===== config.mk =====
export PLATFORM = sky130hd
export DESIGN_NAME = mem_port_arbiter
export DESIGN_NICKNAME = d
export VERILOG_FILES = /design/src/rtl/mem_port_arbiter.sv
export SDC_FILE = /design/constraint.sdc
export NUM_CORES = 1
export LEC_CHECK = 0
export CAP_MARGIN = 20
export CORE_MARGIN = 3
export CORE_UTILIZATION = 35
export CTS_CLUSTER_DIAMETER = 120
export DETAILED_ROUTE_END_ITERATION = 12
export DONT_BUFFER_PORTS = 1
export SYNTH_ARGS = -nofsm -noshare
export SYNTH_HDL_FRONTEND = slang
export SYNTH_SLANG_ARGS = --single-unit

===== constraint.sdc =====
create_clock -name i_clk -period 5.7 [get_ports i_clk]
set_input_delay 1.14 -clock i_clk [delete_from_list [all_inputs] [get_ports i_clk]]
set_output_delay 1.14 -clock i_clk [all_outputs]
set_load 0.05 [all_outputs]

===== src/rtl/mem_port_arbiter.sv =====
// Round-robin arbiter sharing one memory port among NUM_REQ requesters.
// Optional macro MEM_ARB_CLEAR_EN: zero-fill the whole memory after reset before granting.
module mem_port_arbiter #(
  parameter int NUM_REQ = 4,
  parameter int ADDR_W  = 13,
  parameter int DATA_W  = 64
) (
  input  logic                      i_clk,
  input  logic                      i_rst_n,
  input  logic [NUM_REQ-1:0]        i_req_valid,
  input  logic [NUM_REQ-1:0]        i_req_write,
  input  logic [NUM_REQ*ADDR_W-1:0] i_req_addr,
  input  logic [NUM_REQ*DATA_W-1:0] i_req_data,
  output logic [NUM_REQ-1:0]        o_req_ready,
  output logic [NUM_REQ-1:0]        o_rsp_valid,
  output logic [DATA_W-1:0]         o_rsp_data,
  output logic [1:0]                o_mem_op,
  output logic [ADDR_W-1:0]         o_mem_addr,
  output logic [DATA_W-1:0]         o_mem_data,
  input  logic [DATA_W-1:0]         i_mem_data
);

  localparam int IDX_W = (NUM_REQ > 1) ? $clog2(NUM_REQ) : 1;
  localparam logic [1:0] OP_NONE = 2'd0;
  localparam logic [1:0] OP_RD   = 2'd1;
  localparam logic [1:0] OP_WR   = 2'd2;

  typedef enum logic {S_RUN, S_CLEAR} state_t;

`ifdef MEM_ARB_CLEAR_EN
  localparam state_t RST_STATE = S_CLEAR;
`else
  localparam state_t RST_STATE = S_RUN;
`endif

  state_t              state_q;
  logic [IDX_W-1:0]    ptr_q, ptr_d;
  logic [1:0]          mem_op_q;
  logic [ADDR_W-1:0]   mem_addr_q;
  logic [DATA_W-1:0]   mem_data_q;
  logic [ADDR_W-1:0]   clr_cnt_q;
  logic                tag1_vld_q, tag2_vld_q;
  logic [IDX_W-1:0]    tag1_id_q, tag2_id_q;

  logic                gnt_vld;
  logic [IDX_W-1:0]    gnt_idx;
  logic                sel_write;
  logic [ADDR_W-1:0]   sel_addr;
  logic [DATA_W-1:0]   sel_data;

  // Search starts at ptr_q and wraps; the first valid requester wins.
  always_comb begin
    int j;
    j           = 0;
    gnt_vld     = 1'b0;
    gnt_idx     = '0;
    sel_write   = 1'b0;
    sel_addr    = '0;
    sel_data    = '0;
    o_req_ready = '0;
    if (state_q == S_RUN) begin
      for (int i = 0; i < NUM_REQ; i++) begin
        j = (int'(ptr_q) + i) % NUM_REQ;
        if (!gnt_vld && i_req_valid[j]) begin
          gnt_vld        = 1'b1;
          gnt_idx        = IDX_W'(j);
          sel_write      = i_req_write[j];
          sel_addr       = i_req_addr[j*ADDR_W +: ADDR_W];
          sel_data       = i_req_data[j*DATA_W +: DATA_W];
          o_req_ready[j] = 1'b1;
        end
      end
    end
  end

  always_comb begin
    ptr_d = (gnt_idx == IDX_W'(NUM_REQ - 1)) ? '0 : gnt_idx + IDX_W'(1);
  end

  always_ff @(posedge i_clk or negedge i_rst_n) begin
    if (!i_rst_n) begin
      state_q    <= RST_STATE;
      ptr_q      <= '0;
      mem_op_q   <= OP_NONE;
      mem_addr_q <= '0;
      mem_data_q <= '0;
      clr_cnt_q  <= '0;
      tag1_vld_q <= 1'b0;
      tag1_id_q  <= '0;
      tag2_vld_q <= 1'b0;
      tag2_id_q  <= '0;
    end else begin
      // The tag follows the op into the memory's read edge.
      tag2_vld_q <= tag1_vld_q;
      tag2_id_q  <= tag1_id_q;
      case (state_q)
        S_CLEAR: begin
          mem_op_q   <= OP_WR;
          mem_addr_q <= clr_cnt_q;
          mem_data_q <= '0;
          tag1_vld_q <= 1'b0;
          clr_cnt_q  <= clr_cnt_q + ADDR_W'(1);
          if (clr_cnt_q == '1) state_q <= S_RUN;
        end
        default: begin
          tag1_vld_q <= 1'b0;
          if (gnt_vld) begin
            mem_op_q   <= sel_write ? OP_WR : OP_RD;
            mem_addr_q <= sel_addr;
            mem_data_q <= sel_data;
            tag1_vld_q <= ~sel_write;
            tag1_id_q  <= gnt_idx;
            ptr_q      <= ptr_d;
          end else begin
            mem_op_q <= OP_NONE;
          end
        end
      endcase
    end
  end

  assign o_mem_op    = mem_op_q;
  assign o_mem_addr  = mem_addr_q;
  assign o_mem_data  = mem_data_q;
  assign o_rsp_valid = tag2_vld_q ? (NUM_REQ'(1) << tag2_id_q) : '0;
  assign o_rsp_data  = i_mem_data;

endmodule


# ---- Word level (Yosys, flattened, before mapping)
# Cells that the tools add are included.
dict set report op_classes {
  eq_ne 2
  multipliers 4
  n_bitwise 8
  n_mux 77
  magnitude_cmp 8
  shift 9
  reduce_logical 15
  add_sub_neg 5
  div 0
}
# cell n
set ops {}
lappend ops {{indexed part select 256 x 9 -> 64 bit} 4}
lappend ops {{2-to-1 mux 64 bit} 6}
lappend ops {{indexed part select 52 x 8 -> 13 bit} 3}
lappend ops {{2-to-1 mux 13 bit} 6}
lappend ops {{indexed part select 52 x 7 -> 13 bit} 1}
lappend ops {{2-to-1 mux 4 bit} 9}
lappend ops {{2-to-1 mux 1 bit} 35}
lappend ops {{multiplier 3 x 5 -> 8 bit, second input constant} 3}
lappend ops {{2-to-1 mux 2 bit} 9}
lappend ops {{binary-select mux 1 bit (select 2 bit)} 8}
lappend ops {{adder 13 x 1 -> 13 bit, second input constant} 1}
lappend ops {{== test 13 bit, second input constant} 1}
lappend ops {{less-than comparator 3 x 4 -> 1 bit, second input constant} 3}
lappend ops {{OR 4 bit} 3}
lappend ops {{>= comparator 3 x 1 -> 1 bit, second input constant} 3}
lappend ops {{demux 1 bit (select 2 bit)} 4}
lappend ops {{logical AND 1 bit} 7}
lappend ops {{multiplier 2 x 4 -> 6 bit, second input constant} 1}
lappend ops {{OR reduction 2 bit} 3}
lappend ops {{adder 2 x 1 -> 2 bit, second input constant} 2}
lappend ops {{adder 2 bit, second input constant} 2}
lappend ops {{left shift 1 x 2 -> 4 bit, first input constant} 1}
lappend ops {{AND 1 bit, first input constant} 3}
lappend ops {{logical NOT 1 bit} 3}
lappend ops {{6 further kinds} 7}
dict set report totals {
  latch_bits 0
  inputBits 382
  romBits 0
  mem_bits_rw 0
  mem_count 0
  ff_bits 101
}

# ---- Longest topological paths before layout
dict set report depth {
  word_depth 20
  mapped_depth 18
}

# ---- Worst setup path after synthesis
# No wires, ideal clock.
dict set report synth_timing {
  path_kind {register -> output}
  startpoint {register ptr_q[0]}
  endpoint {output o_req_ready[3]}
  path_buffers 8
  t_arrival_ps 4242
  setup_slack_ps 318
  required_time_ps 4560
  stages_incl_launch_ff 16
  path_cell_list {dfrtp_1 -> buf_6 -> buf_4 -> inv_1 -> buf_2 -> buf_2 -> buf_2 -> ha_1 -> buf_4 -> mux4_2 -> or3_4 -> nor2_2 -> buf_4 -> buf_2 -> a211oi_1 -> a21oi_1}
}
dict set report synth_via {
  elab_chain_len 16
  word_cells_on_any_way 63
}
# item line_no
set synth_lines {}
lappend synth_lines {{start: declaration} 37} ;# logic [IDX_W-1:0] ptr_q, ptr_d;
lappend synth_lines {{start signal: assignment} 113} ;# ptr_q <= ptr_d;
lappend synth_lines {{adder 2 x 1 -> 2 bit or binary-select mux 1 bit (select 2 bit) (tied branches)} {63, 64}}
lappend synth_lines {{OR reduction 2 bit (no source line) or 2-to-1 mux 1 bit (tied branches)} n/a}
lappend synth_lines {{AND 1 bit (no source line) or 2-to-1 mux 1 bit (tied branches)} n/a}
lappend synth_lines {{less-than comparator 3 x 4 -> 1 bit (not written as such), or another cell as far along} 70} ;# o_req_ready[j] = 1'b1;
lappend synth_lines {{logical AND 1 bit (not written as such) or logical NOT 1 bit (tied branches)} {70, 64}}
lappend synth_lines {{2-to-1 mux 1 bit (not written as such) or logical AND 1 bit (tied branches)} {70, 64}}
lappend synth_lines {{demux 1 bit (select 2 bit) or 2-to-1 mux 1 bit (tied branches)} {70, 64}}
lappend synth_lines {{OR 4 bit (no source line) or 2-to-1 mux 1 bit (tied branches)} n/a}
lappend synth_lines {{2-to-1 mux 4 bit or logical NOT 1 bit (tied branches)} 64} ;# if (!gnt_vld && i_req_valid[j]) begin
lappend synth_lines {{2-to-1 mux 4 bit or logical AND 1 bit (tied branches)} {61, 64}}
lappend synth_lines {{OR 4 bit (no source line) or 2-to-1 mux 1 bit (tied branches)} n/a}
lappend synth_lines {{2-to-1 mux 4 bit or 2-to-1 mux 1 bit (tied branches)} {64, 61}}
lappend synth_lines {{2-to-1 mux 4 bit or logical NOT 1 bit (tied branches)} {61, 64}}
lappend synth_lines {{OR 4 bit (no source line) or logical AND 1 bit (tied branches)} n/a}
lappend synth_lines {{2-to-1 mux 4 bit (*)} 64}
lappend synth_lines {{2-to-1 mux 4 bit (*)} 61} ;# if (state_q == S_RUN) begin
lappend synth_lines {{end: declaration} 14} ;# output logic [NUM_REQ-1:0] o_req_ready,
# Mark *: on every way between the ends. The rest lies on a longest branch, timed or not. The select of a mux whose other input is x is not followed.

# ---- Worst setup path in the final report
# Ends and elaborated chain as after synthesis.

==> results_dict.tcl <==
set metrics [dict create \
    status "complete, no violations" \
    dp_slack_ns 1.10 \
    crit_path_start "ptr_q[0]" \
    path_class "flip-flop to primary output" \
    grt_usage 0.245 \
    finalCritPeriodShare 0.909 \
    drtIter0Drc 2202 \
    setup_ws_ns 0.517 \
    clk_pin_slew_ns 0.09 \
    ys_warn_count 0 \
    cts_resized 0 \
    p_clk_frac 0.047 \
    drv_slew 0 \
    grtUsageMet2 0.385 \
    grt_pass1_vias 15826 \
    worst_hold_slack_ns 0.420 \
    critical_path_required_ns 4.56 \
    hold-path-endpoint "tag2_id_q[0]" \
    layout.nets 1832 \
    use_met3 0.0931 \
    setup_tns_ns 0 \
    vdd_drop_max_v 0.00104 \
    core_area_um2 52800 \
    clock-sinks 100 \
    drt_wl_total_um 72300 \
    dp_cells 2116 \
    ctsLongestPathBuffers 2 \
    die_w_um 237 \
    async_reset_ff_frac 1.00 \
    final_util 0.355 \
    power.density_nw_per_um2 796 \
    p_seq_frac 0.161 \
    p_comb_frac 0.793 \
    cts_htree_levels 3 \
    ys_seq_elements 100 \
    n_fill_cell 5176 \
    netlist_area_um2 18700 \
    fin_skew_ns 0.0179 \
    die-area_um2 56300 \
    crit_path_max_fanout 45 \
    yosys.cell_types.count 75 \
    tritoncts "done" \
    ant_nets 0 \
    slew-limit-headroom 0.129 \
    rsz0062_at_grt "false" \
    hpwlAfterDp_um 48800 \
    worst_slew_pin_slew_ns 1.31 \
    cp_data_arrival_time_ns 4.04 \
    switchingPower_mw 7.93 \
    syn_to_final_growth_pct 0.147 \
    io_pins 533 \
    multiInputGateArea_um2 14600 \
    grt_max_degree 164 \
    overflow 0 \
    reg2reg_from "ptr_q[0]" \
    drv_cap 0 \
    drive_gt1_frac 0.324 \
    busiest_layer "met2" \
    clk_latency_ns 0.38 \
    viasPerCell 7.76 \
    holdPathStages 0 \
    grt_first_pass_wirelength_um 106000 \
    p_int_mw 6.98 \
    grt_use_met1 0.304 \
    syn-instance-count 1702 \
    instances_no_fill 2136 \
    antenna_found_initial 1 \
    hold_start "tag1_id_q[0]" \
    route.vias.total 16568 \
    synth-edff-count 0 \
    min_period_ns 5.18 \
    avgSynthCellArea_um2 11.0 \
    hp-class "flip-flop to flip-flop" \
    synth_seq_area_share 0.134 \
    setup_violations 0 \
    start_kind "flip-flop" \
    timing.rr.end "o_mem_addr[10]" \
    cts_buffers 9 \
    cts_root_buf "clkbuf_16" \
    fmax_ghz 0.193 \
    syn_nets 2092 \
    ff2ff_path_depth 9 \
    start_util 0.355 \
    p_sw_frac 0.532 \
    drc 0 \
    dr.pass1.iters 6 \
    wire_per_inst_um 33.9 \
    postCtsHoldBufs 0 \
    ff2ff_setup_slack_ns 1.28 \
    hold_viol 0 \
    postCtsSetupRepairBufs 0 \
    register_area_um2 2510 \
    synth_ff_type "dfrtp_1" \
    placementRows 84 \
    cp-end-kind "primary output" \
    portBuffers 0 \
    gp_congestion 0.994 \
    p_leak_nw 6.42 \
    chipHeight_um 237 \
]
==> Yosys cell counts (4+ instances only) <==
master | n | area (um2)
mux2_2 | 31 | 349
nand3_1 | 27 | 135
a311oi_1 | 5 | 43.8
buf_2 | 80 | 400
nand2b_1 | 16 | 100
and3_1 | 6 | 37.5
a32oi_1 | 4 | 35.0
a221o_1 | 5 | 50.1
clkbuf_1 | 115 | 432
o21ai_1 | 10 | 50.1
a2111oi_0 | 4 | 35.0
nor3_1 | 19 | 95.1
a31oi_1 | 14 | 87.6
dfrtp_1 | 100 | 2500
a21oi_1 | 44 | 220
nand2_1 | 90 | 338
inv_1 | 11 | 41.3
nor2b_1 | 9 | 56.3
o22ai_1 | 11 | 68.8
mux4_2 | 368 | 8290
buf_1 | 26 | 97.6
a22oi_1 | 146 | 1100
o211ai_1 | 19 | 143
a221oi_1 | 4 | 35.0
a22o_1 | 66 | 578
nor4_1 | 4 | 25.0
xnor2_1 | 10 | 87.6
buf_4 | 84 | 631
a211o_1 | 6 | 52.6
o31ai_1 | 8 | 60.1
nor2_1 | 72 | 270
mux2i_1 | 94 | 941
ha_1 | 8 | 100
a211oi_1 | 14 | 105
o21ai_0 | 96 | 480
==> power by group through the flow <==
stage	registers [mW]	logic, mW	clock network (mW)
floorplan	2.19	9.66	0
global placement	2.42	11.4	0
detailed placement	2.42	11.6	0
CTS	2.40	11.6	0.727
global route	2.43	12.6	0.750
finish	2.40	11.8	0.695
==> cells in the final DEF (no fill, tap or decap), types with 6 or more instances in the layout <==
master / synthesis / final
a211o_1: 6 / 6
a211oi_1: 14 / 14
a21oi_1: 44 / 43
a22o_1: 66 / 66
a22oi_1: 146 / 146
a31oi_1: 14 / 14
and3_1: 6 / 6
buf_4: 84 / 29
clkbuf_16: 0 / 9
dfrtp_1: 100 / 98
ha_1: 8 / 7
inv_1: 11 / 10
mux2_2: 31 / 31
mux2i_1: 94 / 94
mux4_2: 368 / 366
nand2_1: 90 / 90
nand2b_1: 16 / 16
nand3_1: 27 / 27
nor2_1: 72 / 71
nor2b_1: 9 / 8
nor3_1: 19 / 19
o211ai_1: 19 / 19
o21ai_0: 96 / 96
o21ai_1: 10 / 10
o22ai_1: 11 / 11
o31ai_1: 8 / 8
xnor2_1: 10 / 10
==> per-stage QoR <==
step           cell area (um2)  total power, mW
6_report                 18700             14.9
5_1_grt                  18700             15.8
4_1_cts                  18700             14.7
3_5_place_dp             18400             14.0
3_3_place_gp             18400             13.8
2_1_floorplan            18700             11.9
==> per-layer routing <==
layer | share of wire | routed length [um]
met5 | 0 | 0
met4 | 0.048 | 3440
met3 | 0.15 | 10700
met2 | 0.46 | 33500
met1 | 0.34 | 24700
==> layout make-up <==
type / instances / share of cell area
Multi-Input combinational cell: 1283 / 0.781
Sequential cell: 100 / 0.134
Tap cell: 688 / 0.0459
Timing Repair Buffer: 37 / 0.0202
Clock buffer: 9 / 0.0120
Clock inverter: 7 / 0.00461
Inverter: 11 / 0.00220
Antenna cell: 1 / 0.000134
==> critical path: stages (launching register included) <==
cell      delay [ns]
dfrtp_4         0.60
inv_2           0.39
ha_4            0.26
mux4_4          0.66
buf_4           0.36
nor2b_4         0.25
and3_1          0.28
a211oi_1        0.09
a21oi_1         0.48
buf_4           0.30
==> registers in the layout, indices dropped and copies added, names as in the netlist <==
signal and count:
state_q 1, tag2_id_q 2, o_mem_addr 13, tag2_vld_q 1, o_mem_data 64, ptr_q 2
tag1_id_q 2, clr_cnt_q 13, o_mem_op 1, tag1_vld_q 1
==> kinds of logic (layout without fill, tap and decap cells) <==
| group | count (synthesis) | in the layout | synth area share |
|---|---|---|---|
| xor gates and xnor gates | 13 | 13 | 0.00608 |
| muxes | 493 | 493 | 0.512 |
| adders and majority gates | 8 | 8 | 0.00535 |
| and+or+nand+nor | 268 | 268 | 0.0670 |
| DFF | 100 | 100 | 0.134 |
| other | 0 | 1 | 0 |
| buffers and inverters | 319 | 64 | 0.0870 |
| AOI/OAI and AO/OA | 501 | 501 | 0.189 |
==> worst max path at each step <==
stage          slack, ns        endpoint  depth (start not counted)
3_5_place_dp        1.10  o_req_ready[3]                          9
2_1_floorplan       0.32  o_req_ready[3]                         15
6_report            0.52  o_req_ready[3]                          9
4_1_cts             0.66  o_req_ready[3]                          9
3_3_place_gp        1.12  o_req_ready[3]                          9
5_1_grt             0.44  o_req_ready[3]                          9
Power figures use the tool's default switching activity.
